$ cat config.mk
export PLATFORM = sky130hd
export DESIGN_NAME = leaky_relu_derivative_parent
export DESIGN_NICKNAME = d
export VERILOG_FILES = /design/src/rtl/leaky_relu_derivative_parent.sv
export SDC_FILE = /design/constraint.sdc
export NUM_CORES = 2
export LEC_CHECK = 0
export BUFFER_PORTS_ARGS = -buffer_cell sky130_fd_sc_hd__buf_2
export CAP_MARGIN = 40
export CORE_MARGIN = 3
export CORE_UTILIZATION = 40
export DETAILED_ROUTE_END_ITERATION = 10
export GPL_TIMING_DRIVEN = 1
export PLACE_DENSITY = 0.6
export SYNTH_ARGS = -nofsm -noshare
export SYNTH_HDL_FRONTEND = slang
export SYNTH_HIERARCHICAL = 1
export SYNTH_SLANG_ARGS = --single-unit
$ cat constraint.sdc
create_clock -name clk -period 3.3 [get_ports clk]
set_input_delay 0.495 -clock clk [delete_from_list [all_inputs] [get_ports clk]]
set_output_delay 0.495 -clock clk [all_outputs]
set_load 0.01 [all_outputs]
$ cat src/rtl/leaky_relu_derivative_parent.sv
// Backward pass of the two-column leaky ReLU: stores sign(H) per column in a mask FIFO
// and turns each incoming gradient into dL/dH using the stored mask and the shared leak factor.
module lrd_column #(
  parameter int DEPTH  = 8,
  parameter int DATA_W = 16,
  parameter int FRAC   = 8
) (
  input  logic              clk,
  input  logic              rst,
  input  logic [DATA_W-1:0] leak_factor,
  input  logic              clear,
  input  logic              h_valid,
  input  logic [DATA_W-1:0] h_data,
  input  logic              grad_valid,
  input  logic [DATA_W-1:0] grad_data,
  output logic [DATA_W-1:0] data_out,
  output logic              valid_out,
  output logic              full,
  output logic              empty,
  output logic              err
);
  localparam int PTR_W = $clog2(DEPTH);
  localparam logic [PTR_W:0] FULL_CNT = (PTR_W+1)'(DEPTH);
  localparam logic signed [2*DATA_W-1:0] SAT_MAX = {{(DATA_W+1){1'b0}}, {(DATA_W-1){1'b1}}};
  localparam logic signed [2*DATA_W-1:0] SAT_MIN = {{(DATA_W+1){1'b1}}, {(DATA_W-1){1'b0}}};

  logic [DEPTH-1:0] mask_mem;
  logic [PTR_W-1:0] wr_ptr, rd_ptr;
  logic [PTR_W:0]   count, count_nxt;
  logic             push_acc, pop_acc, overflow, underflow;
  logic signed [2*DATA_W-1:0] grad_ext, leak_ext, product, shifted;
  logic [DATA_W-1:0] scaled, result;

  // Handshake: a pop needs grad_valid and a non-empty FIFO; a push needs h_valid and
  // room, where room includes the slot freed by a same-cycle pop. No empty-FIFO bypass.
  always_comb begin
    pop_acc   = grad_valid && !empty;
    push_acc  = h_valid && (!full || pop_acc);
    overflow  = h_valid && full && !pop_acc;
    underflow = grad_valid && empty;
    count_nxt = count + (PTR_W+1)'(push_acc) - (PTR_W+1)'(pop_acc);
  end

  // Full-width product, floor shift, then saturate back to DATA_W.
  always_comb begin
    grad_ext = {{DATA_W{grad_data[DATA_W-1]}}, grad_data};
    leak_ext = {{DATA_W{leak_factor[DATA_W-1]}}, leak_factor};
    product  = grad_ext * leak_ext;
    shifted  = product >>> FRAC;
    if (shifted > SAT_MAX)      scaled = SAT_MAX[DATA_W-1:0];
    else if (shifted < SAT_MIN) scaled = SAT_MIN[DATA_W-1:0];
    else                        scaled = shifted[DATA_W-1:0];
    result = mask_mem[rd_ptr] ? grad_data : scaled;
  end

  always_ff @(posedge clk) begin
    if (push_acc) mask_mem[wr_ptr] <= ($signed(h_data) > 0);
  end

  always_ff @(posedge clk or negedge rst) begin
    if (!rst) begin
      wr_ptr    <= '0;
      rd_ptr    <= '0;
      count     <= '0;
      full      <= 1'b0;
      empty     <= 1'b1;
      err       <= 1'b0;
      valid_out <= 1'b0;
      data_out  <= '0;
    end else if (clear) begin
      wr_ptr    <= '0;
      rd_ptr    <= '0;
      count     <= '0;
      full      <= 1'b0;
      empty     <= 1'b1;
      err       <= 1'b0;
      valid_out <= 1'b0;
    end else begin
      if (push_acc) wr_ptr <= wr_ptr + PTR_W'(1);
      if (pop_acc) begin
        rd_ptr   <= rd_ptr + PTR_W'(1);
        data_out <= result;
      end
      valid_out <= pop_acc;
      count     <= count_nxt;
      full      <= (count_nxt == FULL_CNT);
      empty     <= (count_nxt == '0);
      if (overflow || underflow) err <= 1'b1;
    end
  end
endmodule

module leaky_relu_derivative_parent #(
  parameter int DEPTH  = 8,
  parameter int DATA_W = 16,
  parameter int FRAC   = 8
) (
  input  logic              clk,
  input  logic              rst,
  input  logic [DATA_W-1:0] lrd_leak_factor_in,
  input  logic              lrd_clear_in,
  input  logic              lrd_h_valid_1_in,
  input  logic [DATA_W-1:0] lrd_h_data_1_in,
  input  logic              lrd_grad_valid_1_in,
  input  logic [DATA_W-1:0] lrd_grad_data_1_in,
  input  logic              lrd_h_valid_2_in,
  input  logic [DATA_W-1:0] lrd_h_data_2_in,
  input  logic              lrd_grad_valid_2_in,
  input  logic [DATA_W-1:0] lrd_grad_data_2_in,
  output logic [DATA_W-1:0] lrd_data_1_out,
  output logic              lrd_valid_1_out,
  output logic              lrd_full_1_out,
  output logic              lrd_empty_1_out,
  output logic              lrd_err_1_out,
  output logic [DATA_W-1:0] lrd_data_2_out,
  output logic              lrd_valid_2_out,
  output logic              lrd_full_2_out,
  output logic              lrd_empty_2_out,
  output logic              lrd_err_2_out
);
  lrd_column #(.DEPTH(DEPTH), .DATA_W(DATA_W), .FRAC(FRAC)) u_col1 (
    .clk(clk), .rst(rst), .leak_factor(lrd_leak_factor_in), .clear(lrd_clear_in),
    .h_valid(lrd_h_valid_1_in), .h_data(lrd_h_data_1_in),
    .grad_valid(lrd_grad_valid_1_in), .grad_data(lrd_grad_data_1_in),
    .data_out(lrd_data_1_out), .valid_out(lrd_valid_1_out),
    .full(lrd_full_1_out), .empty(lrd_empty_1_out), .err(lrd_err_1_out)
  );

  lrd_column #(.DEPTH(DEPTH), .DATA_W(DATA_W), .FRAC(FRAC)) u_col2 (
    .clk(clk), .rst(rst), .leak_factor(lrd_leak_factor_in), .clear(lrd_clear_in),
    .h_valid(lrd_h_valid_2_in), .h_data(lrd_h_data_2_in),
    .grad_valid(lrd_grad_valid_2_in), .grad_data(lrd_grad_data_2_in),
    .data_out(lrd_data_2_out), .valid_out(lrd_valid_2_out),
    .full(lrd_full_2_out), .empty(lrd_empty_2_out), .err(lrd_err_2_out)
  );
endmodule

==> impl_metrics.ini <==
[final_layout]
layout-drive-gt1-share = 0.244
synthToLayoutAreaGrowth_pct = 25.9
multi_input_area_um2 = 20200
postLayoutCellArea_um2 = 30200
final_nets = 3899
nFillCells = 5411
seqCellArea_um2 = 1980
final_common_cell = inv_1
final_cell_mix = 618 x inv_1, 502 x fa_1, 339 x buf_4, 339 x nand2_1, 227 x and2_1

[min_path]
min_path_type = in2async

[synthesis]
yosysSeqAreaShare = 0.0827
ys_types = 78
synthFlopType = dfrtp_1
synth_top_family_by_area = adder cells
synth_fa_ha_area_frac = 0.526
synthSimpleGateAreaFrac = 0.170
synthMuxAreaShare = 0.00636
async_flop_share = 0.789
syn_area_um2 = 24000
synthXorXnorAreaFrac = 0.0252
synth_edf_count = 16
yosys_warnings = 6
ys_ff_latch = 76
syn_inst = 2682
synth_compound_area_frac = 0.0736
synth_nets = 3463
syn_avg_cell_area_um2 = 8.94

[timing]
slew_headroom = 0.552
finalMaxSlewViolations = 0
fin_ws_ns = -3.20
skew_ns = 0.0137
grt_setup_unrepaired = yes
worst_slew_pin_slew_ns = 0.663
fmax_mhz = 154
finalHoldViolCount = 0
finalSetupViolCount = 32
period_share = 1.97
fin_hold_ws_ns = 0.118
fin_crit_ns = 6.50

[worst_setup_path]
critPathSlowestCell = fa_2
rr_endpoint = u_col1/data_out[9]$_DFFE_PN0P_
critPathKind = in2reg
setup.worst_path.start = lrd_grad_data_1_in[15]
crit_top_cell = fa_1
cpPeakStageDelay_ns = 0.60
crit_end = u_col1/data_out[9]$_DFFE_PN0P_
r2r_slack_ns = 0.47
r2r_cells = 7
crit_required_ns = 3.54
crit_path_end_kind = register
crit_fanout = 7
start_kind = input port
r2r_start = u_col1/rd_ptr[0]$_DFFE_PN0P_
worstPathArrival_ns = 6.74

[global_route]
grt_max_degree = 61
grt_overflow = 0
antenna_found_initial = 4
grt_pass1_vias = 21700
grt_use_total = 0.232
grt_first_pass_wirelength_um = 115000

[floorplan]
coreArea_um2 = 59100
dieArea_um2 = 62900
io_pins = 127
initial_core_util = 0.406
die_h_um = 251
num_rows = 89
die_w_um = 251

[clock_network]
htree_levels = 3
clk_pin_slew_ns = 0.07
cts-root-buf = clkbuf_16
clockBufferDepth = 2
clock-sinks = 76
cts_tree = done
clk_latency_ns = 0.38
cts_buffers = 9

[routing]
drt_iter0_drc = 1221
vias = 19700
detail_route.wl_per_cell_um = 18.1
drc = 0
ant_nets = 0
drt-total-wl_um = 70400
drt_pass1_iterations = 5
via_per_inst = 5.06

[run]
max-cap-violations = 0

[place]
gp_congestion = 0.893
hpwl_um = 58700
place.port_buffers = 126
post_dp_cell_area_um2 = 28400

[run_status]
violations = setup timing
outcome = complete, but fails checks
[cells in the mapped netlist, types with 28 or more instances]
cell type,number,share of area
nor2_1,116,0.018
clkbuf_1,85,0.013
fa_1,524,0.44
o21ai_0,64,0.013
ha_1,170,0.089
and2_1,242,0.063
a21oi_1,57,0.012
xor2_1,28,0.010
xnor2_1,41,0.015
inv_1,639,0.10
o211ai_1,31,0.0097
nand2_1,350,0.055
dfrtp_1,58,0.061
[kinds of logic after synthesis]
family / after synthesis
AO/OA/AOI/OAI: 262
XOR/XNOR: 69
adder cells (fa/ha/maj): 694
buffers and inverters: 733
flip-flops: 76
multiplexers: 10
AND/OR/NAND/NOR: 838
[metal layers]
layer / track usage / routed length, um
met3: 0.0232 / 3470
met1: 0.317 / 30400
met5: 0 / 9
met4: 0.0655 / 1920
met2: 0.396 / 34600
[worst min-delay path by stage]
stage / from / endpoint / depth (start not counted)
2_1_floorplan: rst / u_col1/count[0]$_DFF_PN0_ / 0
3_5_place_dp: u_col2/data_out[15]$_DFFE_PN0P_ / u_col2/data_out[15]$_DFFE_PN0P_ / 2
4_1_cts: rst / u_col1/data_out[2]$_DFFE_PN0P_ / 2
5_1_grt: rst / u_col1/data_out[5]$_DFFE_PN0P_ / 2
3_3_place_gp: u_col2/data_out[15]$_DFFE_PN0P_ / u_col2/data_out[15]$_DFFE_PN0P_ / 2
6_report: rst / u_col1/data_out[5]$_DFFE_PN0P_ / 2
[critical path: cells and delay by family]
family / cells / cell delay, ns
adders and majority gates: 7 / 3.35
AOI/OAI and AO/OA: 6 / 1.08
and+or+nand+nor: 4 / 0.99
buffers and inverters: 9 / 0.80
[registers in the layout, indices dropped and copies added (netlist names), 3 cells and up]
name,count
u_col2/wr_ptr,3
u_col2/mask_mem,8
u_col2/data_out,16
u_col1/wr_ptr,3
u_col1/data_out,16
u_col1/rd_ptr,3
u_col1/count,4
u_col1/mask_mem,8
u_col2/rd_ptr,3
u_col2/count,4
[layout make-up]
class / count / share of cell area
antenna: 3 / 0.000249
clock buffer: 9 / 0.00746
clock inverter: 7 / 0.00274
inverter: 639 / 0.0795
multi-input combinational: 1875 / 0.671
sequential: 76 / 0.0657
tap: 773 / 0.0320
timing repair buffer: 517 / 0.142
[repair_timing]
action                     4_1_cts  5_1_grt
pin swaps                       58      110
setup buffers                   15       20
setup endpoints to repair       32       32
cloned                           3        2
resized for setup              155       96
hold buffers                     0        0
[stage by stage]
| stage | setup TNS [ns] | util | setup slack, ns | instances |
|---|---|---|---|---|
| floorplan | -95.27 | - | -3.18 | 2682 |
| global placement | -119.44 | 0.481 | -3.83 | 3841 |
| finish | -99.28 | 0.511 | -3.20 | 3899 |
| detailed placement | -121.95 | 0.481 | -3.95 | 3841 |
| CTS | -94.94 | 0.501 | -3.10 | 3875 |
| global route | -104.42 | 0.510 | -3.37 | 3898 |
Power is not shown: default switching activity piles up to over one toggle a cycle in this logic, so the estimate is an artifact.
